### config.mk
export PLATFORM = sky130hd
export DESIGN_NAME = pipe_hazard_ctrl
export DESIGN_NICKNAME = d
export VERILOG_FILES = /design/src/rtl/pipe_hazard_ctrl.sv
export SDC_FILE = /design/constraint.sdc
export NUM_CORES = 1
export LEC_CHECK = 0
export CORE_MARGIN = 5
export CORE_UTILIZATION = 49
export DETAILED_ROUTE_END_ITERATION = 16
export GPL_TIMING_DRIVEN = 0
export PLACE_DENSITY = 0.88
export SLEW_MARGIN = 20
export SYNTH_ARGS = -nofsm -noshare
export SYNTH_HDL_FRONTEND = slang
export SYNTH_SLANG_ARGS = --single-unit
### constraint.sdc
create_clock -name clk -period 2.3 [get_ports clk]
set_input_delay 0.23 -clock clk [delete_from_list [all_inputs] [get_ports clk]]
set_output_delay 0.23 -clock clk [all_outputs]
set_load 0.02 [all_outputs]
### src/rtl/pipe_hazard_ctrl.sv
// Stall/flush sequencer for the 5-stage in-order pipeline: load-use, mul/div occupancy,
// data-memory wait states and branch/jump redirect squashing of IF/ID.
module pipe_hazard_ctrl #(
    parameter int FLUSH_CYCLES = 1,
    parameter int PERF_W       = 64
) (
    input  logic              clk,
    input  logic              rst,
    input  logic [4:0]        id_rs1,
    input  logic [4:0]        id_rs2,
    input  logic              id_use_rs1,
    input  logic              id_use_rs2,
    input  logic [4:0]        ex_rd,
    input  logic              ex_is_load,
    input  logic              ex_md_start,
    input  logic              md_done,
    input  logic              ex_redirect,
    input  logic              mem_req,
    input  logic              mem_ready,
    output logic              pc_stall,
    output logic              if_stall,
    output logic              if_flush,
    output logic              idex_bubble,
    output logic              ex_stall,
    output logic              mem_stall,
    output logic              busy,
    output logic [PERF_W-1:0] stall_cnt
);
    localparam logic [1:0] RUN        = 2'd0;
    localparam logic [1:0] MD_WAIT    = 2'd1;
    localparam logic [1:0] MEM_WAIT   = 2'd2;
    localparam logic [1:0] FLUSH_LOAD = 2'(FLUSH_CYCLES);

    logic [1:0]        state_reg, state_next;
    logic [1:0]        ret_reg, ret_next;
    logic              md_sticky_reg, md_sticky_next;
    logic              pending_flush_reg, pending_flush_next;
    logic [1:0]        flush_cnt_reg, flush_cnt_next;
    logic [PERF_W-1:0] stall_cnt_reg;

    logic       mem_hold;
    logic       load_use;
    logic       lu_stall;
    logic       hold_front;
    logic       flush_now;
    logic [1:0] flush_eff;

    assign mem_hold = mem_req && !mem_ready;

    assign load_use = (state_reg == RUN) && ex_is_load && (ex_rd != 5'd0) &&
                      ((id_use_rs1 && (id_rs1 == ex_rd)) || (id_use_rs2 && (id_rs2 == ex_rd)));

    // A redirect takes effect in its own cycle; otherwise any flush still owed is replayed.
    assign flush_eff = ex_redirect       ? FLUSH_LOAD :
                       pending_flush_reg ? flush_cnt_reg : 2'd0;

    // The ID instruction is wrong-path while a flush is owed, so it must not stall the front end.
    assign lu_stall   = load_use && (flush_eff == 2'd0);
    assign hold_front = (state_reg != RUN) || lu_stall;
    assign flush_now  = (flush_eff != 2'd0) && !hold_front;

    assign flush_cnt_next     = flush_now ? (flush_eff - 2'd1) : flush_eff;
    assign pending_flush_next = (flush_cnt_next != 2'd0);

    always_comb begin
        state_next     = state_reg;
        ret_next       = ret_reg;
        md_sticky_next = md_sticky_reg;
        case (state_reg)
            RUN: begin
                if (mem_hold) begin
                    state_next     = MEM_WAIT;
                    ret_next       = ex_md_start ? MD_WAIT : RUN;
                    md_sticky_next = 1'b0;
                end else if (ex_md_start) begin
                    state_next = MD_WAIT;
                end
            end
            MD_WAIT: begin
                if (mem_hold) begin
                    state_next     = MEM_WAIT;
                    ret_next       = MD_WAIT;
                    md_sticky_next = md_done;
                end else if (md_done) begin
                    state_next = RUN;
                end
            end
            MEM_WAIT: begin
                if (!mem_hold) begin
                    // A mul/div that finished under the memory wait must not cost an extra cycle.
                    state_next     = ((ret_reg == MD_WAIT) && !md_sticky_reg && !md_done) ? MD_WAIT : RUN;
                    ret_next       = RUN;
                    md_sticky_next = 1'b0;
                end else if (md_done) begin
                    md_sticky_next = 1'b1;
                end
            end
            default: begin
                state_next     = RUN;
                ret_next       = RUN;
                md_sticky_next = 1'b0;
            end
        endcase
    end

    always_ff @(posedge clk or negedge rst) begin
        if (!rst) begin
            state_reg         <= RUN;
            ret_reg           <= RUN;
            md_sticky_reg     <= 1'b0;
            pending_flush_reg <= 1'b0;
            flush_cnt_reg     <= 2'd0;
            stall_cnt_reg     <= '0;
        end else begin
            state_reg         <= state_next;
            ret_reg           <= ret_next;
            md_sticky_reg     <= md_sticky_next;
            pending_flush_reg <= pending_flush_next;
            flush_cnt_reg     <= flush_cnt_next;
            if (hold_front) begin
                stall_cnt_reg <= stall_cnt_reg + {{(PERF_W-1){1'b0}}, 1'b1};
            end
        end
    end

    // Controls are forced quiet for the whole time reset is held, not just after the edge.
    assign pc_stall    = rst && hold_front;
    assign if_stall    = rst && hold_front;
    assign if_flush    = rst && flush_now;
    assign idex_bubble = rst && load_use;
    assign ex_stall    = rst && (state_reg != RUN);
    assign mem_stall   = rst && (state_reg == MEM_WAIT);
    assign busy        = (state_reg != RUN);
    assign stall_cnt   = stall_cnt_reg;

endmodule

==> reports/summary.txt <==
Run status = completed
# clock sinks = 71
Drt first pass iters = 4
Yosys top cell area share = 47.5%
Drt via density = 5.53
Cell area after synthesis = 3740 um2
Synthesized net count = 393
Worst setup EP type = output pin
Antenna diodes = 0
Largest net degree at the start of global routing = 62
TritonCTS buffer count = 9
MaxCap Viol Count = 0
Hpwl dp = 7250 um
Clock transition at path regs = 0.07 ns
Ports = 96
Avg WL per Cell = 17.0 um
Max VDD drop = 0.377 mV
# nets final = 513
Initial Utilization = 51.0%
Lkg Pwr = 2.14 nW
Area grow syn2layout = 38.3%
Final GP Congestion = 0.828
Worst skew pair latency = 0.35 ns
Initial antenna violation count = 0
Count of final max-slew check failures = 0
Pwr dens = 710 nW/um2
Commonest non-fill, non-tap cell in the layout = clkdlybuf4s50_1
Post-synthesis sequential area ratio = 47.5%
Endpoints failing setup = 0
DP Area = 4840 um2
Required @ worst endpoint = 2.07 ns
Port bufs = 95
Slowest cell on the critical path = clkdlybuf4s50_1
Most frequent cells in the layout = clkdlybuf4s50_1, dfrtp_1, xnor2_1
Fin worst setup slack = 0.0920 ns
Rows = 31
Cell variety after synth = 42
Async SR Flop Fraction = 100%
CORE AREA = 7330 um2
Via count of the first global-routing pass = 3405
Final Core Density = 70.5%
Routed wire length = 9960 um
Die H = 97.4 um
Via count = 3242
Root buf cell = clkbuf_8
Die Footprint = 9480 um2
Tmin final = 2.21 ns
Total GRT Usage = 21.8%
Post-synth EDFFs = 0
Antenna viol nets, final = 0
Period utilisation layout = 96.0%
Dpl ws = -0.961 ns
Chip width = 97.4 um
Crit Path Class = input port to output pin
Syn Area/Cell = 10.3 um2
H-tree depth = 3
F_max = 453 MHz
Synth warn = 0
Worst Path Max Fanout = 3
Grt total ovfl = 0
CP cell instances = clkdlybuf4s50_1 > xor2_1 > nor4_2 > a32oi_2 > o21ai_2 > buf_6 > and2_1 > buf_4 > buf_4
Cells after Synth = 362
Max reg flops = 64
Clock skew = 0.00513 ns
Worst hold path class = input port to async pin
Fin. Hold Viols = 0
Slowest stage delay, CP = 0.41 ns
Startpoint Class = input port
Design Area, Final = 5170 um2
Layout cell share with drive strength beyond 1 = 12.5%
Yosys reg bits = 71
First DRT Iteration DRCs = 173
Synth area leader = dfrtp_1
Most used cell, CP = buf_4
Arrival time worst endpoint = 1.98 ns
Worst Max-Slew Pin Slew = 0.699 ns
Post-synth top flop = dfrtp_1
DRC errors left = 0
CTS tree = built
Clk buf depth = 2
Slew Limit Headroom = 53.2%
Area contributors post-synth = dfrtp_1, xnor2_1, nand4_1, nand3_1, and3_1
First-pass GRT wire length = 17000 um
[cell families (layout without fill, tap and decap cells)]
group / after synthesis / after routing / share of synthesized area [%]
and+or+nand+nor: 174 / 174 / 27.2
xor gates and xnor gates: 74 / 74 / 17.3
DFF: 71 / 71 / 47.5
buffers and inverters: 20 / 145 / 2.61
AOI/OAI and AO/OA: 15 / 15 / 2.78
adders and majority gates: 6 / 6 / 2.01
muxes: 2 / 2 / 0.569
[layout make-up]
| class | count | area [um2] |
|---|---|---|
| multi-input combinational | 271 | 1930 |
| sequential | 71 | 1780 |
| fill | 530 | 2160 |
| inverter | 7 | 26.3 |
| tap | 99 | 124 |
| clock buffer | 10 | 128 |
| buffer | 12 | 73.8 |
| clock inverter | 6 | 37.5 |
| timing repair buffer | 110 | 1070 |
[per-stage QoR]
stage / std cells / hold WS, ns / total power [mW] / setup TNS (ns)
2_1_floorplan: 362 / -0.0656 / 2.22 / 0
3_3_place_gp: 556 / 0.464 / 2.68 / -128.90
3_5_place_dp: 557 / 0.114 / 2.73 / -14.05
4_1_cts: 579 / 0.420 / 3.65 / 0
5_1_grt: 586 / 0.439 / 3.89 / -0.0197
6_report: 586 / 0.412 / 3.67 / 0
[synthesized netlist by cell type, drive strengths merged, types with 2 or more instances]
cell type	instances
nor4b	2
o21ai	4
xor2	12
and4	4
nand2	30
and3	21
inv	7
ha	6
a21oi	5
buf	9
clkbuf	4
nand3	28
nor3	10
dfrtp	71
nand4b	2
and2	12
xnor2	62
nor4	6
nand4	35
nand3b	3
nor2	17
[layer usage]
layer | global-route usage, % | wire length (um) | share of wire [%]
met4 | 7.35 | 170 | 1.7
met3 | 4.81 | 637 | 6.4
met5 | 0 | 0 | 0
met2 | 36.8 | 5070 | 51
met1 | 27.8 | 4090 | 41
[critical path: cells and delay by family]
kind                   cells  cell delay [ns]
AND/OR/NAND/NOR            2             0.43
buffers and inverters      4             0.76
XOR/XNOR                   1             0.15
AO/OA/AOI/OAI              2             0.40
[power breakdown]
part           internal [mW]  total, mW  switching (mW)
sequential              1.37       1.50           0.132
combinational          0.569       1.32           0.753
clock                  0.385      0.851           0.466
[what timing repair did]
item | 4_1_cts | 5_1_grt
endpoints found under the hold margin | 15 | 0
setup endpoints to repair | 9 | 24
pin swaps | 5 | 7
cloned | 0 | 0
hold buffers | 2 | 0
setup buffers | 5 | 7
gates resized for setup | 23 | 7
[worst paths after layout]
check                                    endpoint  cells past startpoint           from  slack (ns)
worst max-delay path                     pc_stall                      9      id_rs2[2]        0.09
worst min-delay path            pending_flush_reg                      3            rst        0.41
worst max register to register      stall_cnt[47]                      6  stall_cnt[25]        0.11
worst min register to register      stall_cnt[63]                      1  stall_cnt[63]        0.48
max in group asynchronous           stall_cnt[43]                      3            rst        0.81
min in group clk                    stall_cnt[63]                      1  stall_cnt[63]        0.48
No activity file was read; power rests on OpenSTA's default activity.
